## src/rtl/load_store_unit_if.sv

```systemverilog
// Request/response and data-memory bus bundle for load_store_unit.
// slave: the LSU side; master: the pipeline and memory side.
interface load_store_unit_if #(
  parameter int unsigned ADDR_W = 32
);
  logic              req_valid;
  logic              req_ready;
  logic              req_store;
  logic [2:0]        req_funct3;
  logic [ADDR_W-1:0] req_addr;
  logic [31:0]       req_wdata;
  logic              resp_valid;
  logic [31:0]       resp_data;
  logic              resp_fault;
  logic [ADDR_W-1:0] mem_addr;
  logic [31:0]       mem_wdata;
  logic              mem_write;
  logic              mem_sb;
  logic [31:0]       mem_rdata;

  modport slave (
    input  req_valid, req_store, req_funct3, req_addr, req_wdata, mem_rdata,
    output req_ready, resp_valid, resp_data, resp_fault,
    output mem_addr, mem_wdata, mem_write, mem_sb
  );

  modport master (
    output req_valid, req_store, req_funct3, req_addr, req_wdata, mem_rdata,
    input  req_ready, resp_valid, resp_data, resp_fault,
    input  mem_addr, mem_wdata, mem_write, mem_sb
  );
endinterface

```

## src/rtl/load_store_unit.sv

```systemverilog
// Load/store initiator for a byte-addressed data memory; SH is issued as two SB writes.
// Optional LSU_MISALIGN_TRAP_EN faults misaligned H/HU/W accesses instead of completing them.
module load_store_unit #(
  parameter int unsigned MEM_BYTES = 8192,
  parameter int unsigned ADDR_W    = 32
) (
  input  logic              clk,
  input  logic              reset,
  load_store_unit_if.slave  lsu
);

  typedef enum logic [1:0] {IDLE, ACCESS, SH_HI, DONE} state_t;

  state_t            state, state_nxt;
  logic              store_q;
  logic [2:0]        funct3_q;
  logic [ADDR_W-1:0] addr_q;
  logic [31:0]       wdata_q;
  logic [31:0]       rdata_q;
  logic              fault_q;

  logic [ADDR_W:0]   size_m1;
  logic [ADDR_W:0]   last_byte;
  logic              illegal, range_fault, misalign, req_fault;
  logic [31:0]       ext_data;
  logic              mem_we;

  // One extra address bit so addr + size - 1 cannot wrap past the top.
  always_comb begin
    case (lsu.req_funct3[1:0])
      2'b00:   size_m1 = (ADDR_W+1)'(0);
      2'b01:   size_m1 = (ADDR_W+1)'(1);
      default: size_m1 = (ADDR_W+1)'(3);
    endcase
    last_byte   = {1'b0, lsu.req_addr} + size_m1;
    range_fault = last_byte >= (ADDR_W+1)'(MEM_BYTES);
    illegal     = (lsu.req_funct3 == 3'b011) || (lsu.req_funct3[2:1] == 2'b11) ||
                  (lsu.req_store && lsu.req_funct3[2]);
`ifdef LSU_MISALIGN_TRAP_EN
    misalign    = ((lsu.req_funct3[1:0] == 2'b01) && lsu.req_addr[0]) ||
                  ((lsu.req_funct3[1:0] == 2'b10) && (lsu.req_addr[1:0] != 2'b00));
`else
    misalign    = 1'b0;
`endif
    req_fault   = illegal || range_fault || misalign;
  end

  always_comb begin
    case (funct3_q)
      3'b000:  ext_data = {{24{lsu.mem_rdata[7]}}, lsu.mem_rdata[7:0]};
      3'b001:  ext_data = {{16{lsu.mem_rdata[15]}}, lsu.mem_rdata[15:0]};
      3'b100:  ext_data = {24'b0, lsu.mem_rdata[7:0]};
      3'b101:  ext_data = {16'b0, lsu.mem_rdata[15:0]};
      default: ext_data = lsu.mem_rdata;
    endcase
  end

  always_ff @(posedge clk) begin
    if (reset) begin
      state    <= IDLE;
      store_q  <= 1'b0;
      funct3_q <= '0;
      addr_q   <= '0;
      wdata_q  <= '0;
      rdata_q  <= '0;
      fault_q  <= 1'b0;
    end else begin
      state <= state_nxt;
      if (state == IDLE && lsu.req_valid) begin
        store_q  <= lsu.req_store;
        funct3_q <= lsu.req_funct3;
        addr_q   <= lsu.req_addr;
        wdata_q  <= lsu.req_wdata;
        fault_q  <= req_fault;
        rdata_q  <= '0;
      end else if (state == ACCESS && !store_q) begin
        rdata_q  <= ext_data;
      end
    end
  end

  always_comb begin
    state_nxt      = state;
    lsu.req_ready  = 1'b0;
    lsu.resp_valid = 1'b0;
    lsu.mem_addr   = '0;
    lsu.mem_wdata  = '0;
    lsu.mem_sb     = 1'b0;
    mem_we         = 1'b0;
    case (state)
      IDLE: begin
        lsu.req_ready = 1'b1;
        if (lsu.req_valid) state_nxt = req_fault ? DONE : ACCESS;
      end
      ACCESS: begin
        lsu.mem_addr = addr_q;
        if (store_q) begin
          mem_we        = 1'b1;
          lsu.mem_sb    = (funct3_q[1:0] != 2'b10);
          lsu.mem_wdata = wdata_q;
        end
        state_nxt = (store_q && funct3_q[1:0] == 2'b01) ? SH_HI : DONE;
      end
      SH_HI: begin
        lsu.mem_addr  = addr_q + ADDR_W'(1);
        lsu.mem_wdata = {24'b0, wdata_q[15:8]};
        lsu.mem_sb    = 1'b1;
        mem_we        = 1'b1;
        state_nxt     = DONE;
      end
      DONE: begin
        lsu.resp_valid = 1'b1;
        state_nxt      = IDLE;
      end
      default: state_nxt = IDLE;
    endcase
  end

  // Level-sensitive memory: the write strobe must fall in the same cycle reset rises.
  assign lsu.mem_write  = mem_we & ~reset;
  assign lsu.resp_data  = rdata_q;
  assign lsu.resp_fault = fault_q & (state == DONE);

endmodule
```

## src/flat_wrapper.sv

```systemverilog
// flat-port wrapper written by rule: the top's interface ports become plain ports
module load_store_unit_flat 
#(
  parameter int unsigned MEM_BYTES = 8192,
  parameter int unsigned ADDR_W    = 32
)
  (clk, reset, lsu_req_valid, lsu_req_store, lsu_req_funct3, lsu_req_addr, lsu_req_wdata, lsu_mem_rdata, lsu_req_ready, lsu_resp_valid, lsu_resp_data, lsu_resp_fault, lsu_mem_addr, lsu_mem_wdata, lsu_mem_write, lsu_mem_sb);
  load_store_unit_if #(.ADDR_W(ADDR_W)) lsu_i ();
  input  logic clk;
  input  logic reset;
  input wire logic [$bits(lsu_i.req_valid)-1:0] lsu_req_valid;
  input wire logic [$bits(lsu_i.req_store)-1:0] lsu_req_store;
  input wire logic [$bits(lsu_i.req_funct3)-1:0] lsu_req_funct3;
  input wire logic [$bits(lsu_i.req_addr)-1:0] lsu_req_addr;
  input wire logic [$bits(lsu_i.req_wdata)-1:0] lsu_req_wdata;
  input wire logic [$bits(lsu_i.mem_rdata)-1:0] lsu_mem_rdata;
  output wire logic [$bits(lsu_i.req_ready)-1:0] lsu_req_ready;
  output wire logic [$bits(lsu_i.resp_valid)-1:0] lsu_resp_valid;
  output wire logic [$bits(lsu_i.resp_data)-1:0] lsu_resp_data;
  output wire logic [$bits(lsu_i.resp_fault)-1:0] lsu_resp_fault;
  output wire logic [$bits(lsu_i.mem_addr)-1:0] lsu_mem_addr;
  output wire logic [$bits(lsu_i.mem_wdata)-1:0] lsu_mem_wdata;
  output wire logic [$bits(lsu_i.mem_write)-1:0] lsu_mem_write;
  output wire logic [$bits(lsu_i.mem_sb)-1:0] lsu_mem_sb;
  assign lsu_i.req_valid = lsu_req_valid;
  assign lsu_i.req_store = lsu_req_store;
  assign lsu_i.req_funct3 = lsu_req_funct3;
  assign lsu_i.req_addr = lsu_req_addr;
  assign lsu_i.req_wdata = lsu_req_wdata;
  assign lsu_i.mem_rdata = lsu_mem_rdata;
  assign lsu_req_ready = lsu_i.req_ready;
  assign lsu_resp_valid = lsu_i.resp_valid;
  assign lsu_resp_data = lsu_i.resp_data;
  assign lsu_resp_fault = lsu_i.resp_fault;
  assign lsu_mem_addr = lsu_i.mem_addr;
  assign lsu_mem_wdata = lsu_i.mem_wdata;
  assign lsu_mem_write = lsu_i.mem_write;
  assign lsu_mem_sb = lsu_i.mem_sb;
  load_store_unit #(.MEM_BYTES(MEM_BYTES), .ADDR_W(ADDR_W)) u_core (.clk(clk), .reset(reset), .lsu(lsu_i));
endmodule
```

## config.mk

```make
export PLATFORM = sky130hd
export DESIGN_NAME = load_store_unit_flat
export DESIGN_NICKNAME = d
export VERILOG_FILES = /design/src/rtl/load_store_unit_if.sv /design/src/rtl/load_store_unit.sv /design/src/flat_wrapper.sv
export SDC_FILE = /design/constraint.sdc
export NUM_CORES = 1
export LEC_CHECK = 0
export ABC_CLOCK_PERIOD_IN_PS = 4150
export BUFFER_PORTS_ARGS = -buffer_cell sky130_fd_sc_hd__buf_2
export CORE_ASPECT_RATIO = 1.75
export CORE_MARGIN = 2
export CORE_UTILIZATION = 35
export CTS_BUF_LIST = sky130_fd_sc_hd__clkbuf_2 sky130_fd_sc_hd__clkbuf_4 sky130_fd_sc_hd__clkbuf_8
export DETAILED_ROUTE_END_ITERATION = 8
export SETUP_SLACK_MARGIN = 0.02
export SYNTH_ARGS = -nofsm -noshare
export SYNTH_HDL_FRONTEND = slang
export SYNTH_SLANG_ARGS = --single-unit
```

## constraint.sdc

```tcl
create_clock -name clk -period 4.15 [get_ports clk]
set_input_delay 0.415 -clock clk [delete_from_list [all_inputs] [get_ports clk]]
set_output_delay 0.415 -clock clk [all_outputs]
set_load 0.05 [all_outputs]
```

# Yosys cells after proc, flatten, opt, wreduce, memory -nomap -nowiden
# Index checks and enable logic that the tools add are counted.
# word_totals
reg_bits,103
word_cells,52
# op_classes
addsub,2
magnitude_cmp,1
n_eq_ne,12
n_mux,15
bitwise,3
n_reduce_logical,12
# op_table
op,count
$pmux 32 s2,2
$pmux 32 s4,1
$add 32x2->33,1
$ge 33x14->1 const B,1
$add 32x1->32 const B,1
$mux 32,1
$pmux 2 s4,1
$eq 2x1->1 const B,3
$eq 2x2->1 const B,3
$eq 3x3->1 const B,2
$mux 1,5
$logic_and 1x1->1,4
$logic_not 2->1,2
$mux 2,2
$ne 2x2->1 const B,2
$pmux 1 s2,2
$pmux 2 s2,1
$eq 3x1->1 const B,1
$eq 3x2->1 const B,1
$logic_not 3->1,1
$logic_or 1x1->1,3
$and 1x1->1,2
$reduce_or 2->1,1
$logic_not 1->1,1
$not 1->1,1

# Longest topological paths before layout
# Gate-level depths: netlist (run 1).
# logic_depth
ltp_word,8
ltp_mapped,10
mapped_depth_nobuf,10

# Worst setup path after synthesis (run 1)
# OpenSTA, ideal clock, no wires.
# synth_timing
path_kind,reg-to-output
start,register u_core.addr_q[0]
end,output port lsu_mem_addr[26]
t_arrival_ns,2.902
slack_ns,0.833
path_stages_with_launch,8
n_path_buf,0
path_cell_list,dfxtp_1 > ha_1 > nand4_1 > nor3_1 > nand4_1 > nor2_1 > a31oi_1 > nor3_1
# synth_via
elab_chain_cells,2
# synth_lines
element,line_no,text
"start, declared",load_store_unit.sv:17,logic [ADDR_W-1:0] addr_q;
"start signal, assigned",load_store_unit.sv:72,addr_q <= lsu.req_addr;
$add 32x1->32,load_store_unit.sv:105,lsu.mem_addr = addr_q + ADDR_W'(1);
$pmux 32 s2,load_store_unit.sv:90,case (state)
"end, declared",flat_wrapper.sv:21,output wire logic [$bits(lsu_i.mem_addr)-1:0] lsu_mem_addr;
# Every way passes these cells.

# Worst setup path in the final report (run 1)
# Ends and elaborated chain as after synthesis.

==> metrics.md, run 1 <==
| Metric | Value |
|---|---|
| Post-synth EDFFs | `0` |
| Worst endpoint data arrival time | `3.16 ns` |
| DIE HEIGHT | `169.8 um` |
| PortBufs | `203` |
| Fraction of layout cells with a size suffix above 1 | `29.04%` |
| Worst VDD drop | `284.2 uV` |
| Post-synthesis area per instance | `8.051 um2` |
| Cell count after synthesis | `683` |
| Layout net count | `967` |
| Pre-antenna DRT Iters | `4` |
| Slowest-stage cell, CP | `nor3_1` |
| Initial antenna violation count | `0` |
| Fin. Hold Viols | `0` |
| Min setup slack post-route | `0.5727 ns` |
| DR vias | `5693` |
| Max-cap violation count | `0` |
| Pleak | `2.970 nW` |
| Post-CTS setup buffers | `0` |
| Most frequent cells in the layout | `buf_2 (203), dfxtp_1 (103), nand2_1 (78)` |
| Wire per inst | `16.57 um` |
| Worst-Skew Late Latency | `0.38 ns` |
| Crit share post-route | `86.20%` |
| Drt drc | `0` |
| Dpl ws | `1.023 ns` |
| Library cells used by synthesis | `60` |
| Crit-path cells | `ha_1 -> nand4_1 -> nor3_1 -> nand4_1 -> nor2_1 -> a31oi_1 -> nor3_1 -> buf_2` |
| Clock-pin slew on the worst setup and hold paths | `0.12 ns` |
| Seq cells post-synth | `103` |
| Setup violations, final | `0` |
| CTS tree | `done` |
| Placed insts | `1031` |
| Largest net degree at the start of global routing | `44` |
| Run status | `finished clean` |
| RSZ-0062 raised after global routing | `false` |
| Post-Layout Cell Count | `1047` |
| Final core utilization | `44.41%` |
| Core area | `15390 um2` |
| Ys Warns | `0` |
| CTS resizes | `0` |
| Async set-reset flop share out of synthesis | `0%` |
| ANT nets after route | `0` |
| Sequential area share after synthesis | `37.50%` |
| Actual slew at the worst max-slew pin | `1.134 ns` |
| Mapped Area | `5499 um2` |
| Critical Path End Type | `output pin` |
| Crit path largest cell delay | `0.51 ns` |
| Cell Pwr Density | `539.9 nW/um2` |
| HPWL Detailed | `13000 um` |
| Tmin final | `3.577 ns` |
| Antenna Cells | `0` |
| WL final | `17350 um` |
| GRT Overall Usage | `20.09%` |
| Vias per inst | `5.437` |
| Worst Hold Depth | `2` |
| Kind of critical path | `reg2out` |
| CTS HTree Levels | `3` |
| Maximum fanout along the worst path | `8` |
| WHS | `0.2331 ns` |
| Setup crit start kind | `flop` |
| Total Power | `3.689 mW` |
| Max-slew violations | `0` |
| Fmax | `0.2795 GHz` |
| Clock buffer count from CTS | `9` |
| # rows | `60` |
| Most common flop cell mapped by yosys | `dfxtp_1` |
| Slew HR | `24.09%` |
| Area growth syn-to-layout | `24.28%` |
| Finished layout cell area | `6834 um2` |
| GR Overflow Total | `0` |
| Hold buffers post-CTS | `0` |
| # IOs | `204` |
| Cells on worst reg2reg path | `7` |
| Clock Sinks | `103` |
| Vias in the first global route | `5192` |
| Reg area | `2062 um2` |
| Final GP Congestion | `0.9233` |
| Skew final | `0.01854 ns` |
| Die W | `98.75 um` |
| Starting Density | `35.73%` |
| CTS max path bufs | `2` |
| Die footprint | `16770 um2` |
| Area of the multi-input gates | `3212 um2` |
| Setup TNS Final | `0 ns` |
| Syn_nets | `794` |
| Root Buffer | `clkbuf_8` |
| First-pass GRT wire length | `27480 um` |
| Critical Path RT | `3.73 ns` |
| Worst Hold Class | `in2reg` |
| Commonest non-fill, non-tap cell in the layout | `buf_2` |
| Filler Cell Count | `1595` |
| Cell Area, Placed | `6643 um2` |
| DRT iter0 DRCs | `280` |
-- cell type report --
type,instances,share of cell area [%]
flip-flops and latches,103,30.17
clock buffers,9,1.813
multi-input cells,516,47.00
repair buffers,212,15.86
clock inverters,7,0.9886
well taps,186,3.405
inverters,14,0.7689
-- per-layer routing --
layer / global-route usage [%] / vias up / wire [um]
met1: 25.15 / 2642 / 7312
met3: 4.025 / 26 / 864
li1: - / 2865 / -
met4: 7.207 / 0 / 425
met5: 0 / - / 0
met2: 34.02 / 160 / 8749
-- power breakdown --
part	internal (mW)	switching [mW]	total, mW
registers	1.21	0.185	1.40
logic	0.468	1.20	1.67
clock network	0.233	0.392	0.625
total	1.91	1.78	3.69
-- state kept, by name, summed over array words and instances (netlist names) --
register and cells:
u_core.addr_q 32, u_core.funct3_q 3, u_core.state 2, u_core.lsu.resp_data 32
u_core.store_q 1, u_core.fault_q 1, u_core.wdata_q 32
-- kinds of logic (layout without fill, tap and decap cells) --
kind of cell	count (synthesis)	in the layout	synth area share (%)
XOR/XNOR	11	11	1.752
adder cells (fa/ha/maj)	8	8	1.957
AND/OR/NAND/NOR	256	256	25.01
multiplexers	4	4	0.7963
buffers and inverters	64	242	4.414
flip-flops	103	103	37.50
AO/OA/AOI/OAI	237	237	28.58
-- cell usage after synthesis (all sizes together) (5+ instances only) --
cell / number / area (um2)
a22o: 73 / 639.4
or2: 6 / 37.54
or3: 14 / 87.58
nor2: 35 / 131.4
o21ai: 55 / 275.3
nand3: 20 / 105.1
and3: 7 / 43.79
a31oi: 5 / 31.28
dfxtp: 103 / 2062
nand2: 78 / 292.8
a21o: 6 / 45.04
nand4: 18 / 140.1
ha: 7 / 87.58
nand3b: 5 / 37.54
and2: 27 / 168.9
a21oi: 71 / 355.3
clkbuf: 46 / 172.7
xnor2: 7 / 61.31
nor3: 16 / 80.08
nor4: 8 / 77.57
or4: 8 / 63.81
inv: 14 / 52.55
-- critical path, delay by kind of cell, from the launching register on --
kind / cells / cell delay (ns)
AO/OA/AOI/OAI: 1 / 0.16
adder cells (fa/ha/maj): 1 / 0.23
buffers and inverters: 1 / 0.28
flip-flops: 1 / 0.41
AND/OR/NAND/NOR: 5 / 1.72
-- worst paths after layout --
| kind | slack [ns] | to | startpoint |
|---|---|---|---|
| max | 0.57 | lsu_mem_addr[26] | u_core.addr_q[0]$_SDFFE_PP0P_ |
| min | 0.23 | u_core.wdata_q[28]$_SDFFE_PP0P_ | lsu_req_wdata[28] |
| max reg2reg | 1.61 | u_core.addr_q[6]$_SDFFE_PP0P_ | u_core.state[0]$_SDFFE_PP0P_ |
| min reg2reg | 0.46 | u_core.lsu.resp_data[2]$_SDFFE_PP0P_ | u_core.lsu.resp_data[2]$_SDFFE_PP0P_ |
(Power assumes the default switching activity.)
==> run 2, diff against run 1 <==
CORE_UTILIZATION = 55   (was 35)
PLACE_DENSITY = 0.88   (was default)
==> run 2 against run 1 <==
  * Critical path depth unchanged
  * Power shrank 0.36%
  * First-iteration DRC count grew 69%
  * Cell area down 1.3%
  * Core utilization grew 24 points
  * Combinational power about the same
  * Sequential power about the same
  * Clock skew decreased by 0.0033 ns
  * Clock power decreased by 6.4%
  * Via count increased by 5.1%
  * Global-route usage increased by 9.7 points
  * Fmax about the same
  * Largest cell class unchanged
==> metrics.md, run 2 (same netlist as run 1, synthesis figures left out) <==
| Metric | Value |
|---|---|
| Starting Density | `56.17%` |
| DRT iter0 DRCs | `474` |
| Tmin final | `3.578 ns` |
| ANT nets after route | `0` |
| HPWL Detailed | `12570 um` |
| Worst Hold Depth | `2` |
| Worst VDD drop | `496.3 uV` |
| CTS max path bufs | `2` |
| Clock Sinks | `103` |
| Initial antenna violation count | `1` |
| RSZ-0062 raised after global routing | `false` |
| CTS tree | `done` |
| Fmax | `0.2795 GHz` |
| CTS HTree Levels | `3` |
| Fin. Hold Viols | `0` |
| Setup crit start kind | `flop` |
| Root Buffer | `clkbuf_8` |
| Core area | `9789 um2` |
| Maximum fanout along the worst path | `8` |
| Setup violations, final | `0` |
| Vias in the first global route | `5588` |
| Setup TNS Final | `0 ns` |
| Final GP Congestion | `0.9480` |
| WHS | `0.2384 ns` |
| Cell Pwr Density | `545.0 nW/um2` |
| Vias per inst | `6.081` |
| Slowest-stage cell, CP | `nor2_1` |
| Largest net degree at the start of global routing | `53` |
| Hold buffers post-CTS | `0` |
| Die footprint | `10850 um2` |
| GR Overflow Total | `0` |
| # IOs | `204` |
| Critical Path End Type | `output pin` |
| Die W | `79.59 um` |
| Slew HR | `29.97%` |
| WL final | `16880 um` |
| Clock-pin slew on the worst setup and hold paths | `0.11 ns` |
| Post-Layout Cell Count | `984` |
| Run status | `finished clean` |
| Worst endpoint data arrival time | `3.16 ns` |
| Max-cap violation count | `0` |
| Final core utilization | `68.90%` |
| Crit-path cells | `ha_1 -> nand4_1 -> nor3_1 -> nand4_1 -> nor2_1 -> nand4_1 -> a21oi_1 -> buf_2` |
| Actual slew at the worst max-slew pin | `1.046 ns` |
| Critical Path RT | `3.73 ns` |
| Skew final | `0.01526 ns` |
| Commonest non-fill, non-tap cell in the layout | `buf_2` |
| GRT Overall Usage | `29.75%` |
| Placed insts | `968` |
| Crit share post-route | `86.23%` |
| Wire per inst | `17.15 um` |
| Worst Hold Class | `in2reg` |
| Area of the multi-input gates | `3212 um2` |
| # rows | `48` |
| Reg area | `2062 um2` |
| Post-CTS setup buffers | `0` |
| PortBufs | `203` |
| Pre-antenna DRT Iters | `7` |
| Layout net count | `965` |
| First-pass GRT wire length | `26110 um` |
| Max-slew violations | `0` |
| Filler Cell Count | `818` |
| Drt drc | `0` |
| Pleak | `2.957 nW` |
| Most frequent cells in the layout | `buf_2 (203), dfxtp_1 (103), nand2_1 (78)` |
| Worst-Skew Late Latency | `0.37 ns` |
| Area growth syn-to-layout | `22.66%` |
| Kind of critical path | `reg2out` |
| Fraction of layout cells with a size suffix above 1 | `28.79%` |
| Total Power | `3.676 mW` |
| Cells on worst reg2reg path | `6` |
| CTS resizes | `0` |
| DR vias | `5984` |
| CP most frequent cell | `nand4_1` |
| Crit path largest cell delay | `0.53 ns` |
| Clock buffer count from CTS | `9` |
| DIE HEIGHT | `136.3 um` |
==> run 2: cell count changes in the layout (fill, tap and decap cells not counted), sizes merged <==
cell,before,now
diode,0,1
inv,17,16
buf,212,210
==> run 2: per-layer routing <==
metal,track usage (%),vias up,part of all wire (%)
li1,-,2850,-
met1,33.49,2809,37
met2,53.36,275,53
met3,6.441,50,6.6
met4,12.07,0,3.1
met5,0,-,0
==> run 2: final timing paths <==
path | from | end | slack (ns)
setup / recovery | u_core.addr_q[0]$_SDFFE_PP0P_ | lsu_mem_addr[30] | 0.57
hold / removal | lsu_req_wdata[19] | u_core.wdata_q[19]$_SDFFE_PP0P_ | 0.24
setup reg to reg | u_core.state[1]$_SDFFE_PP0P_ | u_core.lsu.resp_data[27]$_SDFFE_PP0P_ | 1.79
hold reg to reg | u_core.lsu.resp_data[2]$_SDFFE_PP0P_ | u_core.lsu.resp_data[2]$_SDFFE_PP0P_ | 0.46
==> run 2: critical path: cells and delay by family, from the launching register on <==
kind / cells / cell delay, ns
AND/OR/NAND/NOR: 5 / 1.70
flip-flops: 1 / 0.41
buffers and inverters: 1 / 0.28
adder cells (fa/ha/maj): 1 / 0.24
AO/OA/AOI/OAI: 1 / 0.18
==> run 2: report_power, final <==
| part | switching [mW] | internal [mW] |
|---|---|---|
| logic | 1.22 | 0.469 |
| registers | 0.188 | 1.21 |
| clock network | 0.360 | 0.225 |
| total | 1.77 | 1.91 |
==> run 2: through the flow <==
stage          area [um2]  setup WS (ns)
2_1_floorplan        5499         0.8333
4_1_cts              6743         0.6420
3_3_place_gp         6564          1.178
6_report             6745         0.5716
3_5_place_dp         6564          1.070
5_1_grt              6745         0.3212
==> run 2: area by class of cell <==
| type | instances | share of cell area [%] |
|---|---|---|
| diodes | 1 | 0.03710 |
| flip-flops and latches | 103 | 30.57 |
| inverters | 14 | 0.7791 |
| clock inverters | 6 | 0.8162 |
| multi-input cells | 516 | 47.62 |
| well taps | 125 | 2.319 |
| repair buffers | 210 | 16.03 |
| clock buffers | 9 | 1.836 |
==> run 3, diff against run 2 <==
BUFFER_PORTS_ARGS = default   (was -buffer_cell sky130_fd_sc_hd__buf_2)
CORE_UTILIZATION = 64   (was 55)
DONT_BUFFER_PORTS = 1   (was default)
PLACE_DENSITY = 0.8   (was 0.88)
==> run 3 against run 2 <==
  * Clock skew increased by 0.0035 ns
  * Sequential power increased by 21%
  * Non-clock buffer count decreased by 173
  * Die area decreased by 14%
  * Register-to-register slack got worse by 0.44 ns
  * Largest cell class unchanged
  * Highest routed layer unchanged
==> metrics.md, run 3 (same netlist as run 1, synthesis figures left out) <==
| Metric | Value |
|---|---|
| Run status | `finished clean` |
| Switching portion of total power | `47.38%` |
| # IOs | `204` |
| Post-CTS setup buffers | `0` |
| Dpl ws | `1.166 ns` |
| Clock-pin slew on the worst setup and hold paths | `0.11 ns` |
| Die W | `74.07 um` |
| First-pass GRT wire length | `23310 um` |
| Skew final | `0.01880 ns` |
| Cell Area, Placed | `5763 um2` |
| DR vias | `5267` |
| Total Power | `3.600 mW` |
| Clock buffer count from CTS | `9` |
| Critical Path RT | `3.73 ns` |
| HPWL Detailed | `11370 um` |
| Setup crit start kind | `flop` |
| Drt drc | `0` |
| Fin. Hold Viols | `0` |
| Vias in the first global route | `5056` |
| Tmin final | `3.481 ns` |
| Hold buffers post-CTS | `0` |
| Slowest-stage cell, CP | `nor2_1` |
| CTS max path bufs | `2` |
| Vias per inst | `6.576` |
| Die footprint | `9379 um2` |
| Worst Hold Depth | `1` |
| CTS HTree Levels | `3` |
| Crit-path cells | `ha_1 -> nand4_1 -> nor3_1 -> nand4_1 -> nor2_1 -> a21oi_1 -> o21ai_0 -> a21oi_1 -> buf_4` |
| Pre-antenna DRT Iters | `5` |
| Filler Cell Count | `691` |
| WL final | `15360 um` |
| CP bufs+invs | `1` |
| DRT iter0 DRCs | `303` |
| RSZ-0062 raised after global routing | `false` |
| Hold_sp | `reset` |
| Slew HR | `32.86%` |
| Antenna Cells | `0` |
| Finished layout cell area | `5977 um2` |
| Min setup slack post-route | `0.6692 ns` |
| RR Startpoint | `u_core.state[1]$_SDFFE_PP0P_` |
| Pleak | `2.183 nW` |
| Crit path largest cell delay | `0.50 ns` |
| Crit share post-route | `83.87%` |
| Fmax | `0.2873 GHz` |
| Initial antenna violation count | `0` |
| Setup TNS Final | `0 ns` |
| GR Overflow Total | `0` |
| PortBufs | `0` |
| Critical path startpoint | `u_core.addr_q[0]$_SDFFE_PP0P_` |
| Starting Density | `66.15%` |
| Reg area | `2062 um2` |
| Clock Sinks | `103` |
| Cell Int Power | `1.894 mW` |
| Layout net count | `792` |
| Max-slew violations | `0` |
| Max-cap violation count | `0` |
| Seq pwr share | `46.9%` |
| Setup violations, final | `0` |
| R2r setup slk | `1.35 ns` |
| Largest net degree at the start of global routing | `52` |
| Area growth syn-to-layout | `8.692%` |
| WHS | `0.09121 ns` |
| Hold endpoint | `u_core.state[1]$_SDFFE_PP0P_` |
| CTS resizes | `0` |
| Critical Path End Type | `output pin` |
| Switching pwr | `1.706 mW` |
| Core area | `8313 um2` |
| Kind of critical path | `reg2out` |
| Worst VDD drop | `469.0 uV` |
| CTS tree | `done` |
| Cell Pwr Density | `602.4 nW/um2` |
| Crit path max-delay family | `simple AND/OR/NAND/NOR gates` |
| Final GP Congestion | `0.9447` |
| Worst endpoint data arrival time | `3.07 ns` |
| Actual slew at the worst max-slew pin | `1.003 ns` |
| Placed insts | `785` |
| R2r endpoint | `u_core.addr_q[5]$_SDFFE_PP0P_` |
| Fraction of layout cells with a size suffix above 1 | `11.37%` |
| Post-Layout Cell Count | `801` |
| Final core utilization | `71.90%` |
| Most frequent cells in the layout | `dfxtp_1 (103), nand2_1 (78), a22o_1 (73)` |
| Maximum fanout along the worst path | `8` |
| Logic gate share of total power | `34.6%` |
| # rows | `44` |
| Wire per inst | `19.18 um` |
| Area of the multi-input gates | `3227 um2` |
| Worst-Skew Late Latency | `0.38 ns` |
| Clk pwr share | `18.4%` |
| Commonest non-fill, non-tap cell in the layout | `dfxtp_1` |
| ANT nets after route | `0` |
| DIE HEIGHT | `126.6 um` |
| GRT Overall Usage | `31.47%` |
| Worst Hold Class | `in2reg` |
| Root Buffer | `clkbuf_8` |
| Cells on worst reg2reg path | `7` |
[run 3: routing by layer]
layer	track usage [%]	wire [um]
met1	31.91	5461
met2	55.88	8082
met3	8.817	1148
met4	17.11	667
met5	0	0
[run 3: cell type report]
type                       count  share of cell area [%]
inverter                      14                  0.8792
tap                          115                   2.407
clock buffer                   9                   2.072
clock inverter                 7                   1.507
sequential                   103                   34.50
timing repair buffer          37                   4.647
multi-input combinational    516                   53.99
[run 3: power by group through the flow]
stage          Clock (mW)  Sequential [mW]  Combinational, mW
4_1_cts             0.674             1.68               1.24
3_3_place_gp            0             1.69               1.20
3_5_place_dp            0             1.70               1.24
6_report            0.664             1.69               1.25
5_1_grt             0.705             1.71               1.35
2_1_floorplan           0             1.63              0.993
[run 3: worst max path at each step]
| stage | end | slack, ns | cells after the start |
|---|---|---|---|
| 6_report | lsu_mem_addr[30] | 0.67 | 9 |
| 2_1_floorplan | lsu_mem_addr[26] | 0.83 | 7 |
| 5_1_grt | lsu_mem_addr[28] | 0.36 | 8 |
| 3_3_place_gp | lsu_mem_addr[30] | 1.26 | 9 |
| 3_5_place_dp | lsu_mem_addr[30] | 1.17 | 9 |
| 4_1_cts | lsu_mem_addr[30] | 0.75 | 9 |
